## src/rtl/lsu_bus_bridge.sv

```systemverilog
// Bridges RV32I load/store requests onto a simple req/ack word bus.
// States: IDLE wait for request | REQ bus owned | RESP done pulse | FAULT fault pulse.
module lsu_bus_bridge #(
  parameter int TIMEOUT_CYC = 16
) (
  input  logic        clk,
  input  logic        reset,
  input  logic        ls_valid,
  input  logic        ls_we,
  input  logic [2:0]  ls_funct3,
  input  logic [31:0] ls_addr,
  input  logic [31:0] ls_wdata,
  output logic [31:0] ls_rdata,
  output logic        ls_stall,
  output logic        ls_done,
  output logic        ls_fault,
  output logic        bus_req,
  output logic        bus_we,
  output logic [31:0] bus_addr,
  output logic [31:0] bus_wdata,
  output logic [3:0]  bus_be,
  input  logic        bus_ack,
  input  logic [31:0] bus_rdata
);

  localparam int CW = $clog2(TIMEOUT_CYC + 1);

  typedef enum logic [1:0] {IDLE, REQ, RESP, FAULT} state_t;

  state_t        state, state_nxt;
  logic [CW-1:0] cnt;
  logic          we_q;
  logic [1:0]    off_q;
  logic [2:0]    funct3_q;
  logic          legal, aligned, accept, timeout;
  logic [3:0]    be_c;
  logic [31:0]   wdata_c;
  logic [7:0]    byte_sel;
  logic [15:0]   half_sel;
  logic [31:0]   load_ext;

  always_comb begin
    legal = 1'b0;
    case (ls_funct3)
      3'b000, 3'b001, 3'b010: legal = 1'b1;
      3'b100, 3'b101:         legal = !ls_we;
      default:                legal = 1'b0;
    endcase
    aligned = 1'b1;
    case (ls_funct3[1:0])
      2'b01:   aligned = !ls_addr[0];
      2'b10:   aligned = (ls_addr[1:0] == 2'b00);
      default: aligned = 1'b1;
    endcase
  end

  assign accept  = (state == IDLE) && ls_valid && legal && aligned;
  assign timeout = (cnt == CW'(TIMEOUT_CYC - 1));

  always_comb begin
    be_c    = 4'b1111;
    wdata_c = ls_wdata;
    case (ls_funct3[1:0])
      2'b00: begin
        be_c    = 4'b0001 << ls_addr[1:0];
        wdata_c = {4{ls_wdata[7:0]}};
      end
      2'b01: begin
        be_c    = 4'b0011 << ls_addr[1:0];
        wdata_c = {2{ls_wdata[15:0]}};
      end
      default: begin
        be_c    = 4'b1111;
        wdata_c = ls_wdata;
      end
    endcase
  end

  // Load data is aligned and extended at the ack edge, so ls_rdata is already valid in RESP.
  always_comb begin
    byte_sel = bus_rdata[7:0];
    case (off_q)
      2'd0:    byte_sel = bus_rdata[7:0];
      2'd1:    byte_sel = bus_rdata[15:8];
      2'd2:    byte_sel = bus_rdata[23:16];
      default: byte_sel = bus_rdata[31:24];
    endcase
    half_sel = off_q[1] ? bus_rdata[31:16] : bus_rdata[15:0];
    case (funct3_q)
      3'b000:  load_ext = {{24{byte_sel[7]}}, byte_sel};
      3'b001:  load_ext = {{16{half_sel[15]}}, half_sel};
      3'b100:  load_ext = {24'd0, byte_sel};
      3'b101:  load_ext = {16'd0, half_sel};
      default: load_ext = bus_rdata;
    endcase
  end

  always_comb begin
    state_nxt = state;
    bus_req   = 1'b0;
    bus_we    = 1'b0;
    ls_done   = 1'b0;
    ls_fault  = 1'b0;
    ls_stall  = 1'b0;
    case (state)
      IDLE: begin
        ls_stall = ls_valid;
        if (ls_valid) state_nxt = (legal && aligned) ? REQ : FAULT;
      end
      REQ: begin
        bus_req  = 1'b1;
        bus_we   = we_q;
        ls_stall = 1'b1;
        if (bus_ack)      state_nxt = RESP;
        else if (timeout) state_nxt = FAULT;
      end
      RESP: begin
        ls_done   = 1'b1;
        state_nxt = IDLE;
      end
      FAULT: begin
        ls_fault  = 1'b1;
        state_nxt = IDLE;
      end
      default: state_nxt = IDLE;
    endcase
  end

  always_ff @(posedge clk) begin
    if (reset) begin
      state     <= IDLE;
      cnt       <= '0;
      we_q      <= 1'b0;
      off_q     <= 2'd0;
      funct3_q  <= 3'd0;
      bus_addr  <= 32'd0;
      bus_wdata <= 32'd0;
      bus_be    <= 4'd0;
      ls_rdata  <= 32'd0;
    end else begin
      state <= state_nxt;
      if (accept) begin
        cnt       <= '0;
        we_q      <= ls_we;
        off_q     <= ls_addr[1:0];
        funct3_q  <= ls_funct3;
        bus_addr  <= {ls_addr[31:2], 2'b00};
        bus_wdata <= wdata_c;
        bus_be    <= be_c;
      end else if (state == REQ && !bus_ack) begin
        cnt <= cnt + CW'(1);
      end
      if (state == REQ && bus_ack && !we_q) ls_rdata <= load_ext;
    end
  end

endmodule

```

## config.mk

```make
export PLATFORM = sky130hd
export DESIGN_NAME = lsu_bus_bridge
export DESIGN_NICKNAME = d
export VERILOG_FILES = /design/src/rtl/lsu_bus_bridge.sv
export SDC_FILE = /design/constraint.sdc
export NUM_CORES = 1
export LEC_CHECK = 0
export CELL_PAD_IN_SITES_DETAIL_PLACEMENT = 0
export CELL_PAD_IN_SITES_GLOBAL_PLACEMENT = 1
export CORE_UTILIZATION = 31
export DETAILED_ROUTE_END_ITERATION = 10
export HOLD_SLACK_MARGIN = 0.08
export PLACE_DENSITY_LB_ADDON = 0.1
export SLEW_MARGIN = 25
export SYNTH_ARGS = -nofsm -noshare
export SYNTH_HDL_FRONTEND = slang
export SYNTH_SLANG_ARGS = --single-unit
```

## constraint.sdc

```tcl
create_clock -name clk -period 2.1 [get_ports clk]
set_input_delay 0.42 -clock clk [delete_from_list [all_inputs] [get_ports clk]]
set_output_delay 0.42 -clock clk [all_outputs]
set_load 0.03 [all_outputs]
```

# Word level (Yosys, flattened, before mapping)

Cells that the tools add are included.

$add $sub $neg: 1
Equality and inequality tests: 17
Shift operators: 2
Mux-type cells: 17
Reduce and logical (&&, ||, !) cells: 22

Operator list:

| operator                                                               | number |
|---|---|
| 32-bit one-hot mux with 4 select lines                                 | 1 |
| 32-bit one-hot mux with 2 select lines                                 | 1 |
| 8-bit one-hot mux with 3 select lines                                  | 1 |
| 16-bit 2-to-1 mux                                                      | 1 |
| 3-bit equality test (second input constant)                            | 4 |
| 2-bit equality test (second input constant)                            | 4 |
| 2-bit logical NOT                                                      | 4 |
| 2-bit 2-to-1 mux                                                       | 4 |
| 4-bit one-hot mux with 2 select lines                                  | 1 |
| 1-bit logical AND                                                      | 7 |
| 2-bit by 1-bit equality test with 1-bit output (second input constant) | 3 |
| 3-bit by 1-bit equality test with 1-bit output (second input constant) | 2 |
| 3-bit logical NOT                                                      | 2 |
| 1-bit one-hot mux with 2 select lines                                  | 3 |
| 2-bit one-hot mux with 3 select lines                                  | 1 |
| 2-bit OR reduction                                                     | 3 |
| 5-bit by 1-bit adder with 5-bit output (second input constant)         | 1 |
| 5-bit by 4-bit equality test with 1-bit output (second input constant) | 1 |
| 1-bit logical NOT                                                      | 4 |
| 1-bit 2-to-1 mux                                                       | 4 |
| 1-bit by 2-bit << shifter with 4-bit output (first input constant)     | 1 |
| 2-bit by 2-bit << shifter with 4-bit output (first input constant)     | 1 |
| 3-bit by 2-bit equality test with 1-bit output (second input constant) | 1 |
| 3-bit inequality test (second input constant)                          | 1 |
| other kinds (3)                                                        | 3 |

Bits in registers: 111

# Logic depth before layout (Yosys ltp)

Word-level depth: 7
Depth in mapped cells: 9
Mapped depth without buffers: 6

# Worst setup path before layout

Ideal clock, no wire load.

Path type: input port to flip-flop
Start: in ls_funct3[0]
End: reg bus_be[3]
Setup time: 142 ps
Arrival time: 1811 ps
Data required time: 1958 ps
Setup slack: 147 ps
Stages on the path: 8
Path through: inv_1 -> ha_1 -> or3b_4 -> a31o_2 -> buf_2 -> nor2_4 -> buf_6 -> a311oi_1

Longest elaborated chain between the ends: 5

Ends and longest elaborated chain:

| element                                                                | RTL line | RTL |
|---|---|---|
| start: declaration                                                     | 10       | `input logic [2:0] ls_funct3,` |
| 3-bit by 1-bit equality test with 1-bit output (tied with other cells) | 44       | `case (ls_funct3)` |
| 3-bit OR reduction or 2-bit OR reduction (tied branches)               | 44       |  |
| 1-bit one-hot mux with 2 select lines                                  | 44       |  |
| 1-bit logical AND (2 in series)                                        | 57       | `assign accept = (state == IDLE) && ls_valid && legal && aligned;` |
| end signal: assignment                                                 | 138      | `bus_be <= 4'd0;` |
| end signal: assignment                                                 | 149      | `bus_be <= be_c;` |
| end: declaration                                                       | 21       | `output logic [3:0] bus_be,` |

Several ways; a longest one is shown, not always the timed one.
A chain may end at the register's enable or synchronous reset.

# Worst setup path in the final report

Start: in ls_funct3[1]
End: reg bus_wdata[26]

Longest elaborated chain between the ends: 5

Ends and longest elaborated chain:

| element                                                                | RTL line | RTL |
|---|---|---|
| 3-bit by 1-bit equality test with 1-bit output (tied with other cells) | 44       |  |
| 3-bit OR reduction or 2-bit OR reduction (tied branches)               | 44       |  |
| 1-bit one-hot mux with 2 select lines                                  | 44       |  |
| 1-bit logical AND (2 in series)                                        | 57       |  |
| end signal: assignment                                                 | 148      | `bus_wdata <= wdata_c;` |
| end: declaration                                                       | 20       | `output logic [31:0] bus_wdata,` |

Several ways; a longest one is shown, not always the timed one.

==> metrics.txt <==
chip height=approximately 130 um; Syn-to-layout area delta=56.9%; Cells after Synth=roughly 620; Post-layout nets=927; routed length per instance=17.3 um; PnR Total Power=between 5 and 6 mW; Worst VDD drop=between 0.0003 and 0.0004 V; Die Width=~130 um; Starting Density=0.321; HP Class=flip-flop to flip-flop; post-route setup TNS=0 ns; Top FF cell, synth=dfxtp_1; Max-slew headroom=0.575; H-Tree Depth=3; DRC Markers=0; post-route ant nets=0; GR Overflow Total=0; clock skew=0.0151 ns; DP Cell Count=1017; f_max=505 MHz; Post-synth EDFFs=0; pwr dens=roughly 680 nW/um^2; Startpoint Class=input pin; vias in the first global route=around 5300; max-slew violations=0; core area=around 16000 sq um; critical path type=input pin to flip-flop; Pleak=between 2 and 3 nW; final instance area=8050 sq um; synthesis warning total=0; largest net degree at the start of global routing=between 40 and 50; post-layout min period=around 2 ns; reg-to-reg slack, setup=about 0.4 ns; Final Cycle Share=0.943; All-Layer GR Usage=0.211; sequential cell area fraction in the yosys report=0.433; routability cong.=between 0.8 and 0.9; syn avg cell area=between 8 and 9 sq um; arrival time worst endpoint=2.20 ns; Via-to-Cell Ratio=5.17; DR iter-0 viols=277; root buf cell=clkbuf_16; share of layout cells above drive strength 1=0.117; Clock Sinks=~110; Critical Path RT=around 2.3 ns; I/O pin count=between 200 and 250; num rows=46; Hold-fix buffers, CTS=0; final hold vios=0; sw power=1.64 mW; CP max FO=18; fin util=0.503; DP Wirelength=between 10 and 15 mm; max-cap violations=0; Switching Fraction=0.300; PortBufs=206; clock power share=0.323; Netlist Area Pre-Place=around 5100 sq um; run status=finished clean; Finish-stage setup viols=0; #FFs+latches synth=approximately 110; CTS clock-pin slew for the worst setup and hold paths=around 0.08 ns; combinational power share=0.262; clock latency on the worst-skew pair=between 0.3 and 0.4 ns; worst slew pin tran=0.633 ns; DR pass1 iterations=5; Post-DP Area=7590 sq um; Cell Count, Final, Fillers Out=around 1000; Synth cell types=49; global-route wire length before repair=approximately 28 mm; register share of total power=0.415; initial antenna violation count=0; TritonCTS clock tree=done; final WL=18.0 mm; CTS Buf Count=9; Die ar.=~17000 sq um; Max clock buf depth=2; total number of vias=roughly 5400; Antenna Cells=0; P_int=about 3.8 mW; post-synthesis async set-or-reset flop share=0; nature of the critical path endpoint=flip-flop
-- synth_stat cells, drive strengths merged (8+ instances only) --
cell type  number  area (sq um)
dfxtp         111          2220
a21oi          74           374
nand2          64           240
o21ai          54           270
clkbuf         44           166
nand3          44           220
nor2           43           169
a311oi         27           236
a211oi         26           195
buf            21           155
nand2b         13          81.3
nor3           12          60.1
a22oi           8          60.1
a31oi           8          65.1
mux2            8          90.1
nand3b          8          60.1
o221a           8          90.1
-- timing repair --
item,4_1_cts,5_1_grt
setup buffers,2,1
gates resized for setup,10,2
endpoints found under the setup margin,66,18
pin swaps,1,2
gates cloned,3,0
-- cell type report --
type | instances | area (sq um)
Tap cell | 216 | 270
Fill cell | 1559 | 7950
Timing Repair Buffer | 254 | 2630
Clock buffer | 10 | 229
Multi-Input combinational cell | 436 | 2610
Clock inverter | 6 | 67.6
Sequential cell | 111 | 2220
Inverter | 6 | 22.5
-- cells in the final DEF, fill, tap and decap left out, drive strengths merged, types with 5 or more instances in the layout --
master / netlist / final
a31oi: 8 / 8
nand2: 64 / 64
buf: 21 / 47
o221a: 8 / 8
dlygate4sd2: 0 / 5
a211oi: 26 / 26
dfxtp: 111 / 111
a21oi: 74 / 74
mux2: 8 / 8
nor3: 12 / 12
inv: 6 / 8
clkdlybuf4s50: 0 / 198
a22oi: 8 / 8
o21ai: 54 / 54
nor2: 43 / 43
nand3: 44 / 44
a311oi: 27 / 27
clkbuf: 44 / 10
ha: 5 / 5
nand2b: 13 / 13
nand3b: 8 / 8
-- worst max-delay path: stages --
cell and delay [ns]:
dlygate4sd2_1 0.31, inv_1 0.10, ha_1 0.23, or3_1 0.45, o211a_2 0.21, buf_4 0.21, a21oi_1 0.18, a311oi_1 0.07
-- logic make-up (layout without fill, tap and decap cells) --
family                   count (synthesis)  in the layout  share of synthesized area
AO/OA/AOI/OAI                          215            215                      0.269
AND/OR/NAND/NOR                        198            198                      0.183
flip-flops                             111            111                      0.433
buffers and inverters                   71            276                     0.0671
multiplexers                            13             13                     0.0297
adder cells (fa/ha/maj)                  5              5                     0.0122
XOR/XNOR                                 3              3                    0.00512
other                                    1              2                   0.000731
-- per-stage QoR --
step                      hold slack (ns)  setup WS [ns]
after global routing                0.503       -0.00219
after detailed placement            0.467         -0.512
after floorplan                     0.467          0.147
after CTS                           0.478       0.000330
after global placement              0.459         -0.355
final                               0.475          0.119
-- worst paths after layout --
kind / start / to / cells after the start
worst max-delay path: ls_funct3[1] / bus_wdata[26] / 8
worst min-delay path: bus_addr[12] / bus_addr[12] / 2
worst max register to register: off_q[1] / ls_rdata[24] / 5
worst min register to register: bus_addr[12] / bus_addr[12] / 2
-- power groups by stage --
stage          Sequential [mW]  Combinational [mW]  Clock (mW)
2_1_floorplan             2.49               0.504           0
3_3_place_gp              2.32                1.32           0
3_5_place_dp              2.32                1.34           0
4_1_cts                   2.27                1.43        1.83
5_1_grt                   2.29                1.53        1.91
6_report                  2.27                1.43        1.77
-- state kept, by name (all words and copies together) (netlist names) --
name	flops
bus_wdata	32
ls_rdata	32
bus_addr	30
cnt	5
bus_be	4
funct3_q	3
off_q	2
state	2
we_q	1
-- layer usage --
metal / global-route usage / wire length [um]
met5: 0 / 0
met2: 0.352 / 8560
met4: 0.0548 / 189
met1: 0.278 / 8250
met3: 0.0391 / 961
Power figures use the tool's default switching activity.
